<file path="src/rtl/execute_muldiv_if.sv">
// Execute-stage M-extension bus: instruction in, result out.
// Master drives operands/controls, slave is the muldiv unit.
interface execute_muldiv_if #(
  parameter int XLEN = 32
);
  logic [XLEN-1:0] pc_in;
  logic [XLEN-1:0] rs1_in;
  logic [XLEN-1:0] rs2_in;
  logic            md_in;
  logic [2:0]      md_op_in;
  logic [4:0]      rd_address_in;
  logic            valid_in;
  logic            exception_in;
  logic            stall;
  logic            invalidate;
  logic            busy_out;
  logic [XLEN-1:0] pc_out;
  logic [XLEN-1:0] md_result_out;
  logic [4:0]      rd_address_out;
  logic            valid_out;

  modport master (
    output pc_in, rs1_in, rs2_in, md_in, md_op_in,
    output rd_address_in, valid_in, exception_in,
    output stall, invalidate,
    input  busy_out, pc_out, md_result_out,
    input  rd_address_out, valid_out
  );

  modport slave (
    input  pc_in, rs1_in, rs2_in, md_in, md_op_in,
    input  rd_address_in, valid_in, exception_in,
    input  stall, invalidate,
    output busy_out, pc_out, md_result_out,
    output rd_address_out, valid_out
  );
endinterface

</file>
<file path="src/rtl/execute_muldiv.sv">
// Multi-cycle multiply/divide unit for the execute stage.
// Multiply has fixed latency; divide is restoring, 1 bit per edge.
module execute_muldiv #(
  parameter int XLEN       = 32,
  parameter int MUL_CYCLES = 2
) (
  input logic             clk,
  input logic             rst_n,
  execute_muldiv_if.slave bus
);

  localparam int CW = $clog2(XLEN);

  typedef enum logic [1:0] {
    S_IDLE,
    S_MUL,
    S_DIV,
    S_DONE
  } state_t;

  state_t          r_state;
  logic [CW-1:0]   r_cnt;
  logic [XLEN-1:0] r_a;
  logic [XLEN-1:0] r_b;
  logic [XLEN-1:0] r_quo;
  logic [XLEN-1:0] r_rem;
  logic [XLEN-1:0] r_dvs;
  logic [XLEN-1:0] r_pc;
  logic [2:0]      r_op;
  logic [4:0]      r_rd;
  logic [XLEN-1:0] r_res;
  logic [XLEN-1:0] r_pco;
  logic [4:0]      r_rdo;
  logic            r_vld;

  logic            w_start;
  logic            w_in_sd;
  logic [XLEN-1:0] w_abs_a;
  logic [XLEN-1:0] w_abs_b;

  assign w_start = (r_state == S_IDLE) && bus.valid_in
                && bus.md_in && !bus.exception_in
                && !bus.invalidate && !bus.stall;

  // Signed divide ops are DIV/REM (funct3 bit 0 clear)
  assign w_in_sd = !bus.md_op_in[0];
  assign w_abs_a = (w_in_sd && bus.rs1_in[XLEN-1])
                 ? -bus.rs1_in : bus.rs1_in;
  assign w_abs_b = (w_in_sd && bus.rs2_in[XLEN-1])
                 ? -bus.rs2_in : bus.rs2_in;

  logic              w_a_sgn;
  logic              w_b_sgn;
  logic [2*XLEN-1:0] w_a_ext;
  logic [2*XLEN-1:0] w_b_ext;
  logic [2*XLEN-1:0] w_prod;
  logic [XLEN-1:0]   w_mul_res;

  // MULH: s*s, MULHSU: s*u, MULHU/MUL: u*u (low half is sign-agnostic)
  assign w_a_sgn = (r_op == 3'd1) || (r_op == 3'd2);
  assign w_b_sgn = (r_op == 3'd1);
  assign w_a_ext = {{XLEN{w_a_sgn & r_a[XLEN-1]}}, r_a};
  assign w_b_ext = {{XLEN{w_b_sgn & r_b[XLEN-1]}}, r_b};
  assign w_prod  = w_a_ext * w_b_ext;
  assign w_mul_res = (r_op[1:0] == 2'd0)
                   ? w_prod[XLEN-1:0]
                   : w_prod[2*XLEN-1:XLEN];

  logic [XLEN:0]   w_rem_sh;
  logic [XLEN:0]   w_sub;
  logic            w_ge;
  logic [XLEN-1:0] w_rem_nx;
  logic [XLEN-1:0] w_quo_nx;
  logic            w_sd;
  logic            w_neg_q;
  logic            w_neg_r;
  logic [XLEN-1:0] w_q_fin;
  logic [XLEN-1:0] w_r_fin;
  logic [XLEN-1:0] w_div_res;
  logic            w_dz;
  logic            w_ovf;
  logic [XLEN-1:0] w_spec_res;
  logic [XLEN-1:0] w_min;

  assign w_rem_sh = {r_rem, r_quo[XLEN-1]};
  assign w_sub    = w_rem_sh - {1'b0, r_dvs};
  assign w_ge     = !w_sub[XLEN];
  assign w_rem_nx = w_ge ? w_sub[XLEN-1:0]
                         : {r_rem[XLEN-2:0], r_quo[XLEN-1]};
  assign w_quo_nx = {r_quo[XLEN-2:0], w_ge};

  assign w_sd    = !r_op[0];
  assign w_neg_q = w_sd && (r_a[XLEN-1] ^ r_b[XLEN-1]);
  assign w_neg_r = w_sd && r_a[XLEN-1];
  assign w_q_fin = w_neg_q ? -w_quo_nx : w_quo_nx;
  assign w_r_fin = w_neg_r ? -w_rem_nx : w_rem_nx;
  assign w_div_res = r_op[1] ? w_r_fin : w_q_fin;

  // Divide-by-zero and signed overflow resolve without iterating
  assign w_min = {1'b1, {(XLEN-1){1'b0}}};
  assign w_dz  = (r_b == '0);
  assign w_ovf = w_sd && (r_a == w_min) && (r_b == '1);

  always_comb begin
    w_spec_res = '0;
    unique case (1'b1)
      w_dz:    w_spec_res = r_op[1] ? r_a : '1;
      w_ovf:   w_spec_res = r_op[1] ? '0 : r_a;
      default: w_spec_res = '0;
    endcase
  end

  // Operation sequencer with registered result outputs
  always_ff @(posedge clk or negedge rst_n) begin
    if (!rst_n) begin
      r_state <= S_IDLE;
      r_cnt   <= '0;
      r_a     <= '0;
      r_b     <= '0;
      r_quo   <= '0;
      r_rem   <= '0;
      r_dvs   <= '0;
      r_pc    <= '0;
      r_op    <= '0;
      r_rd    <= '0;
      r_res   <= '0;
      r_pco   <= '0;
      r_rdo   <= '0;
      r_vld   <= 1'b0;
    end else if (bus.invalidate) begin
      r_state <= S_IDLE;
      r_cnt   <= '0;
      r_vld   <= 1'b0;
    end else begin
      unique case (r_state)
        S_IDLE: begin
          if (w_start) begin
            r_a     <= bus.rs1_in;
            r_b     <= bus.rs2_in;
            r_op    <= bus.md_op_in;
            r_pc    <= bus.pc_in;
            r_rd    <= bus.rd_address_in;
            r_quo   <= w_abs_a;
            r_dvs   <= w_abs_b;
            r_rem   <= '0;
            r_cnt   <= '0;
            r_state <= bus.md_op_in[2] ? S_DIV : S_MUL;
          end
        end
        S_MUL: begin
          if (r_cnt == CW'(MUL_CYCLES - 1)) begin
            r_res   <= w_mul_res;
            r_pco   <= r_pc;
            r_rdo   <= r_rd;
            r_vld   <= 1'b1;
            r_state <= S_DONE;
          end else begin
            r_cnt <= r_cnt + CW'(1);
          end
        end
        S_DIV: begin
          if (r_cnt == '0 && (w_dz || w_ovf)) begin
            r_res   <= w_spec_res;
            r_pco   <= r_pc;
            r_rdo   <= r_rd;
            r_vld   <= 1'b1;
            r_state <= S_DONE;
          end else begin
            r_quo <= w_quo_nx;
            r_rem <= w_rem_nx;
            if (r_cnt == CW'(XLEN - 1)) begin
              r_res   <= w_div_res;
              r_pco   <= r_pc;
              r_rdo   <= r_rd;
              r_vld   <= 1'b1;
              r_state <= S_DONE;
            end else begin
              r_cnt <= r_cnt + CW'(1);
            end
          end
        end
        S_DONE: begin
          if (!bus.stall) begin
            r_state <= S_IDLE;
            r_vld   <= 1'b0;
          end
        end
        default: r_state <= S_IDLE;
      endcase
    end
  end

  assign bus.busy_out = w_start
                     || (r_state == S_MUL)
                     || (r_state == S_DIV);
  assign bus.md_result_out  = r_res;
  assign bus.pc_out         = r_pco;
  assign bus.rd_address_out = r_rdo;
  assign bus.valid_out      = r_vld;

endmodule

</file>
<file path="src/flat_wrapper.sv">
// flat-port wrapper written by rule: the top's interface ports become plain ports
module execute_muldiv_flat 
#(
  parameter int XLEN       = 32,
  parameter int MUL_CYCLES = 2
)
  (clk, rst_n, bus_pc_in, bus_rs1_in, bus_rs2_in, bus_md_in, bus_md_op_in, bus_rd_address_in, bus_valid_in, bus_exception_in, bus_stall, bus_invalidate, bus_busy_out, bus_pc_out, bus_md_result_out, bus_rd_address_out, bus_valid_out);
  execute_muldiv_if #(.XLEN(XLEN)) bus_i ();
  input logic clk;
  input logic rst_n;
  input wire logic [$bits(bus_i.pc_in)-1:0] bus_pc_in;
  input wire logic [$bits(bus_i.rs1_in)-1:0] bus_rs1_in;
  input wire logic [$bits(bus_i.rs2_in)-1:0] bus_rs2_in;
  input wire logic [$bits(bus_i.md_in)-1:0] bus_md_in;
  input wire logic [$bits(bus_i.md_op_in)-1:0] bus_md_op_in;
  input wire logic [$bits(bus_i.rd_address_in)-1:0] bus_rd_address_in;
  input wire logic [$bits(bus_i.valid_in)-1:0] bus_valid_in;
  input wire logic [$bits(bus_i.exception_in)-1:0] bus_exception_in;
  input wire logic [$bits(bus_i.stall)-1:0] bus_stall;
  input wire logic [$bits(bus_i.invalidate)-1:0] bus_invalidate;
  output wire logic [$bits(bus_i.busy_out)-1:0] bus_busy_out;
  output wire logic [$bits(bus_i.pc_out)-1:0] bus_pc_out;
  output wire logic [$bits(bus_i.md_result_out)-1:0] bus_md_result_out;
  output wire logic [$bits(bus_i.rd_address_out)-1:0] bus_rd_address_out;
  output wire logic [$bits(bus_i.valid_out)-1:0] bus_valid_out;
  assign bus_i.pc_in = bus_pc_in;
  assign bus_i.rs1_in = bus_rs1_in;
  assign bus_i.rs2_in = bus_rs2_in;
  assign bus_i.md_in = bus_md_in;
  assign bus_i.md_op_in = bus_md_op_in;
  assign bus_i.rd_address_in = bus_rd_address_in;
  assign bus_i.valid_in = bus_valid_in;
  assign bus_i.exception_in = bus_exception_in;
  assign bus_i.stall = bus_stall;
  assign bus_i.invalidate = bus_invalidate;
  assign bus_busy_out = bus_i.busy_out;
  assign bus_pc_out = bus_i.pc_out;
  assign bus_md_result_out = bus_i.md_result_out;
  assign bus_rd_address_out = bus_i.rd_address_out;
  assign bus_valid_out = bus_i.valid_out;
  execute_muldiv #(.XLEN(XLEN), .MUL_CYCLES(MUL_CYCLES)) u_core (.clk(clk), .rst_n(rst_n), .bus(bus_i));
endmodule
</file>
<file path="config.mk">
export PLATFORM = sky130hd
export DESIGN_NAME = execute_muldiv_flat
export DESIGN_NICKNAME = d
export VERILOG_FILES = /design/src/rtl/execute_muldiv_if.sv /design/src/rtl/execute_muldiv.sv /design/src/flat_wrapper.sv
export SDC_FILE = /design/constraint.sdc
export NUM_CORES = 2
export LEC_CHECK = 0
export CAP_MARGIN = 20
export CORE_UTILIZATION = 66
export CTS_BUF_LIST = sky130_fd_sc_hd__clkbuf_4
export CTS_CLUSTER_DIAMETER = 80
export DETAILED_ROUTE_END_ITERATION = 8
export MAX_ROUTING_LAYER = met4
export PLACE_DENSITY_LB_ADDON = 0.1
export SLEW_MARGIN = 20
export SYNTH_ARGS = -nofsm -noshare
export SYNTH_HDL_FRONTEND = slang
export SYNTH_SLANG_ARGS = --single-unit
</file>
<file path="constraint.sdc">
create_clock -name clk -period 10.85 [get_ports clk]
set_input_delay 1.6275 -clock clk [delete_from_list [all_inputs] [get_ports clk]]
set_output_delay 1.6275 -clock clk [all_outputs]
set_load 0.03 [all_outputs]
</file>
### Word-level counts from Yosys, hierarchy flattened

Cells that the tools add are included.

* equal/unequal tests: 20
* bitwise gates (word level): 4
* $mul: 1
* add/sub/neg operators: 6
* reductions and logical operators: 36
* multiplexer cells: 48

Operators with widths (number)
* two-way mux 32 bit: 19
* one-hot mux 32 bit (2 select lines): 5
* negation 32 bit: 4
* equality test 32 bit, second input constant: 2
* multiplier 33 x 33 -> 64 bit: 1
* two-way mux 5 bit: 8
* subtractor 33 x 32 -> 33 bit: 1
* zero test 32 bit: 1
* AND reduction 4 bit: 4
* one-hot mux 5 bit (3 select lines): 1
* two-way mux 2 bit: 7
* logical AND 1 bit: 12
* inequality test 3 bit, second input constant: 4
* one-hot mux 5 bit (2 select lines): 1
* one-hot mux 2 bit (4 select lines): 1
* nonzero test 4 bit: 2
* zero test 1 bit: 6
* inequality test 3 x 2 -> 1 bit, second input constant: 2
* adder 5 x 1 -> 5 bit, second input constant: 1
* equality test 5 x 1 -> 1 bit, second input constant: 1
* equality test 5 bit, second input constant: 1
* zero test 5 bit: 1
* two-way mux 1 bit: 5
* AND reduction 5 bit: 1
* 16 further kinds: 24

* output and inout port bits: 71
* bits of input ports: 111
* word-level logic and storage cells: 129
* register bits: 277

### Longest topological paths before layout

* word-level depth: 9
* mapped depth: 34
* mapped depth without buffers: 31

### Worst setup path after synthesis

Ideal clock, no wire load.

* path kind: flip-flop to flip-flop
* from: register u_core.r_op[1]
* to: register u_core.r_res[31] (netlist: u_core.bus.md_result_out[31])
* path buffers: 3
* clock period less this slack: 8696 ps
* arrival: 8578 ps
* cell stages (with the launch flop): 33
* data required time: 10731 ps
* slack: 2154 ps
* library setup time: 119 ps
* cells stage by stage: dfrtp_1 > clkbuf_1 > xnor2_1 > nor3b_1 > clkbuf_1 > nand2_1 > fa_1 > fa_1 > inv_1 > fa_1 > inv_1 > fa_1 > inv_1 > fa_1 > fa_1 > inv_1 > fa_1 > fa_1 > inv_1 > ha_1 > clkbuf_1 > a21o_1 > a21o_1 > a21oi_1 > nor2_1 > nor4_1 > or4_1 > nand3_1 > a211oi_1 > o21ai_0 > nor4b_1 > mux2i_1 > o21a_1

* word-level cells in the longest chain between the ends: 7
* elaborated cells on any way between the ends: 16
* those cells by class: mul: 1; eq/ne: 2; mux: 9; bitwise: 2; reduce/logical: 2

Ends and longest elaborated chain
* start, declared: line execute_muldiv.sv:29 `logic [2:0] r_op;`
* start signal, assigned: line execute_muldiv.sv:140 `r_op <= bus.md_op_in;`
* equality test 3 x 1 -> 1 bit or equality test 3 x 2 -> 1 bit (tied branches): line execute_muldiv.sv:60, execute_muldiv.sv:61
* logical OR 1 bit: line execute_muldiv.sv:60 `assign w_a_sgn = (r_op == 3'd1) || (r_op == 3'd2);`
* bitwise AND 1 bit: line execute_muldiv.sv:62 `assign w_a_ext = {{XLEN{w_a_sgn & r_a[XLEN-1]}}, r_a};`
* multiplier 33 x 33 -> 64 bit: line execute_muldiv.sv:64 `assign w_prod = w_a_ext * w_b_ext;`
* two-way mux 32 bit: line execute_muldiv.sv:66 `? w_prod[XLEN-1:0]`
* two-way mux 32 bit: line execute_muldiv.sv:151 `if (r_cnt == CW'(MUL_CYCLES - 1)) begin`
* one-hot mux 32 bit (2 select lines) (*): line execute_muldiv.sv:135 `unique case (r_state)`
* end signal, assigned: line execute_muldiv.sv:152 `r_res <= w_mul_res;`
* end signal, assigned: line execute_muldiv.sv:163 `r_res <= w_spec_res;`
* end signal, assigned: line execute_muldiv.sv:172 `r_res <= w_div_res;`
* end, declared: line execute_muldiv.sv:31 `logic [XLEN-1:0] r_res;`

Mark *: on every way between the ends. The rest lies on a longest branch, timed or not. The select of a mux whose other input is x is not followed.
A chain may end at the register's enable or synchronous reset.

### Worst setup path in the final report

* from: register u_core.r_op[0]
* to: register u_core.r_res[31] (netlist: u_core.bus.md_result_out[31])

* word-level cells in the longest chain between the ends: 7
* elaborated cells on any way between the ends: 25
* those cells by class: mul: 1; eq/ne: 3; mux: 9; bitwise: 2; reduce/logical: 10

Ends and longest elaborated chain (line)
* equality test 3 x 1 -> 1 bit (tied with other cells): execute_muldiv.sv:60, execute_muldiv.sv:61
* logical OR 1 bit (tied with other cells): execute_muldiv.sv:60
* bitwise AND 1 bit (tied with other cells): execute_muldiv.sv:62
* multiplier 33 x 33 -> 64 bit (tied with other cells): execute_muldiv.sv:64
* two-way mux 32 bit (tied with other cells): execute_muldiv.sv:66
* two-way mux 32 bit (tied with other cells): execute_muldiv.sv:151
* one-hot mux 32 bit (2 select lines) or AND reduction 4 bit (tied branches)

Several ways; a longest one is shown, not always the timed one. The select of a mux whose other input is x is not followed.

==> results.md <==
* Post-Syn Nets at around 8000
* EDFF count, synth at 0
* H-tree depth at 3
* # clock sinks at between 200 and 300
* Crit end category: flop
* Gate Count Post-Synth at around 6500
* Hold-fix buffers at CTS at 0
* Worst setup path end: u_core.bus.md_result_out[31]
* Clock Latency Late Sink at just over 0.8 ns
* Setup crit start kind: flop
* Max clock buf depth at 3
* Fin. Hold Viols at 0
* Status: complete, no violations
* Synth cell count leaders: nand2_1, inv_1, fa_1
* Critical path's largest stage delay at just under 0.8 ns
* Required time of the critical path at about 12 ns
* Yosys cell types at between 90 and 100
* Post-synth top area share at 0.404
* #FFs+latches synth at 276
* GRT Overall Usage at 0.427
* Register area share after synthesis at 0.124
* Top-count cell post-synth: nand2_1
* Worst-margin pin slew at ~1.2 ns
* Main flop type after synthesis: dfrtp_1
* Core ar. at around 84000 um2
* Setup bufs post-CTS at 0
* Post-DP HPWL at about 140000 um
* Routed vias at approximately 46000
* Max Fclk at around 100 MHz
* Data arrival, critical path at about 10 ns
* R2R depth at 28
* First-pass DRT Iterations at 6
* Clock Root Buffer: clkbuf_4
* DRT Wirelength at between 150000 and 200000 um
* FP Rows at 106
* Reg-to-Reg Start: u_core.r_op[0]
* Die span in y at 293 um
* Nets@finish at 8000
* Final Max Tran Viols at 0
* Synth Warn # at 0
* Placer congestion estimate at around 1.0
* CTS Buf Count at 78
* Vias per inst at between 5 and 6
* R2r endpoint: u_core.bus.md_result_out[31]
* First-pass GRT wire length at about 270000 um
* Post-CTS resize count at 0
* Critical Path Most Common Cell: fa_1
* Largest net degree at the start of global routing at 97
* Post-route clock period utilization at 0.899
* Synth area leaders: fa_1, dfrtp_1, nand2_1, inv_1, ha_1
* FILL cells at 6624
* Final routed DRC violation total at 0
* Setup tns final at 0 ns
* Layout cell share with drive strength beyond 1 at 0.0451
* Critical path launch point: u_core.r_op[0]
* CTS tree: yes
* Critical path class: reg -> reg
* Reg-to-reg setup timing slack at about 1.1 ns
* Buffers added on ports at 181
* Die W at 293 um
* # Max-Cap Violations at 0
* DRT iter0 DRCs at 4175
* Initial antenna violation count at 6
* Die ar. at 85700 um2
* Antenna Violating Nets Remaining at 0
* Total I/O pin count at approximately 180
* Cell type with the largest total area after synthesis: fa_1
* Minimum clock period at between 9 and 10 ns
* Avg WL per Cell at 22.3 um
* Gr ovfl total at 0
* Starting Density at 0.666
* Avg Synthesized Cell Area at roughly 8.5 um2
* Clk slew on worst S/H paths at roughly 0.08 ns
* Mapped cell area at about 56000 um2
* Final setup skew at approximately 0.076 ns
* Vias in the first global route at between 40000 and 50000
* FFs w/ async S/R, synth at 1.00
* Synth-to-Final Area Change at 6.46%
* Setup repair after global routing missed its margin: no
* CP Max Fanout at 25
* Final setup vio count at 0
* Max-slew headroom at 0.215
* Hold Crit Class: reg -> reg
* Slowest stage cell, crit path: fa_1
state kept, by name, summed over array words and instances (netlist names):
| register | flops |
|---|---|
| u_core.bus.rd_address_out | 5 |
| u_core.r_rem | 32 |
| u_core.bus.valid_out | 1 |
| u_core.r_rd | 5 |
| u_core.bus.md_result_out | 32 |
| u_core.r_cnt | 5 |
| u_core.r_dvs | 31 |
| u_core.r_quo | 32 |
| u_core.bus.pc_out | 32 |
| u_core.r_pc | 32 |
| u_core.r_state | 2 |
| u_core.r_b | 32 |
| u_core.r_op | 3 |
| u_core.r_a | 32 |
cells in the final DEF (no fill, tap or decap), types with 24 or more instances in the layout:
| cell | count |
|---|---|
| nand2_1 | 1385 |
| nand3_1 | 37 |
| a21oi_1 | 205 |
| o21ai_0 | 250 |
| xor2_1 | 83 |
| buf_4 | 110 |
| clkdlybuf4s50_1 | 180 |
| clkbuf_4 | 110 |
| fa_1 | 1125 |
| nor3_1 | 54 |
| inv_1 | 1244 |
| a211oi_1 | 31 |
| xnor2_1 | 108 |
| a21o_1 | 50 |
| ha_1 | 256 |
| o31ai_1 | 30 |
| mux2i_1 | 31 |
| and2_1 | 321 |
| nor2_1 | 195 |
| nor4_1 | 32 |
| dfrtp_1 | 274 |
| a31oi_1 | 37 |
| and3_1 | 24 |
area by class of cell:
class	instances	area, um2	area share
clock inverters	20	126	0.00213
multi-input cells	4610	42700	0.719
diodes	5	12.5	0.000211
inverters	1245	4670	0.0787
repair buffers	295	2720	0.0459
well taps	1134	1420	0.0239
clock buffers	110	826	0.0139
flip-flops and latches	276	6910	0.116
worst min path at each step:
stage	start	endpoint	slack, ns	depth (start not counted)
after global placement	u_core.r_pc[16]	u_core.bus.pc_out[16]	0.45	2
after global routing	u_core.r_pc[17]	u_core.bus.pc_out[17]	0.48	2
after CTS	u_core.r_pc[29]	u_core.bus.pc_out[29]	0.47	2
after detailed placement	u_core.r_pc[29]	u_core.bus.pc_out[29]	0.45	2
final	u_core.r_pc[1]	u_core.bus.pc_out[1]	0.46	2
after floorplan	u_core.r_pc[0]	u_core.bus.pc_out[0]	0.44	2
worst max-delay path, delay by kind of cell, from the launching register on:
family	cells	cell delay [ns]
adders and majority gates	9	4.95
xor gates and xnor gates	1	0.20
and+or+nand+nor	7	1.76
muxes	1	0.12
buffers and inverters	4	1.03
AOI/OAI and AO/OA	6	1.04
DFF	1	0.51
kinds of logic (layout without fill, tap and decap cells):
logic type | count (synthesis) | count (layout) | share of synthesized area
compound gates | 790 | 790 | 0.0875
xor+xnor | 192 | 192 | 0.0304
fa+ha+maj | 1383 | 1383 | 0.462
buf+inv | 1643 | 1670 | 0.112
flops | 276 | 276 | 0.124
mux | 33 | 33 | 0.00597
other cells | 0 | 5 | 0
simple gates | 2212 | 2212 | 0.179
metrics by stage:
stage          std cells  cell area, um2  hold slack (ns)   util  setup slack (ns)
2_1_floorplan       6529           55800            0.439      -              2.15
3_3_place_gp        7560           58400            0.445  0.698              1.47
3_5_place_dp        7560           58400            0.452  0.698              1.24
4_1_cts             7690           59400            0.467  0.709              1.18
5_1_grt             7693           59400            0.477  0.709             0.488
6_report            7695           59400            0.465  0.710              1.10
layer usage:
metal	up-vias	global-route usage	routed length, um	part of all wire
li1	19800	-	-	-
met1	23100	0.552	66600	0.39
met2	2428	0.645	77900	0.45
met3	556	0.0939	17300	0.10
met4	0	0.201	9820	0.057
met5	-	-	0	0
Power is not shown: default switching activity piles up to over one toggle a cycle in this logic, so the estimate is an artifact.
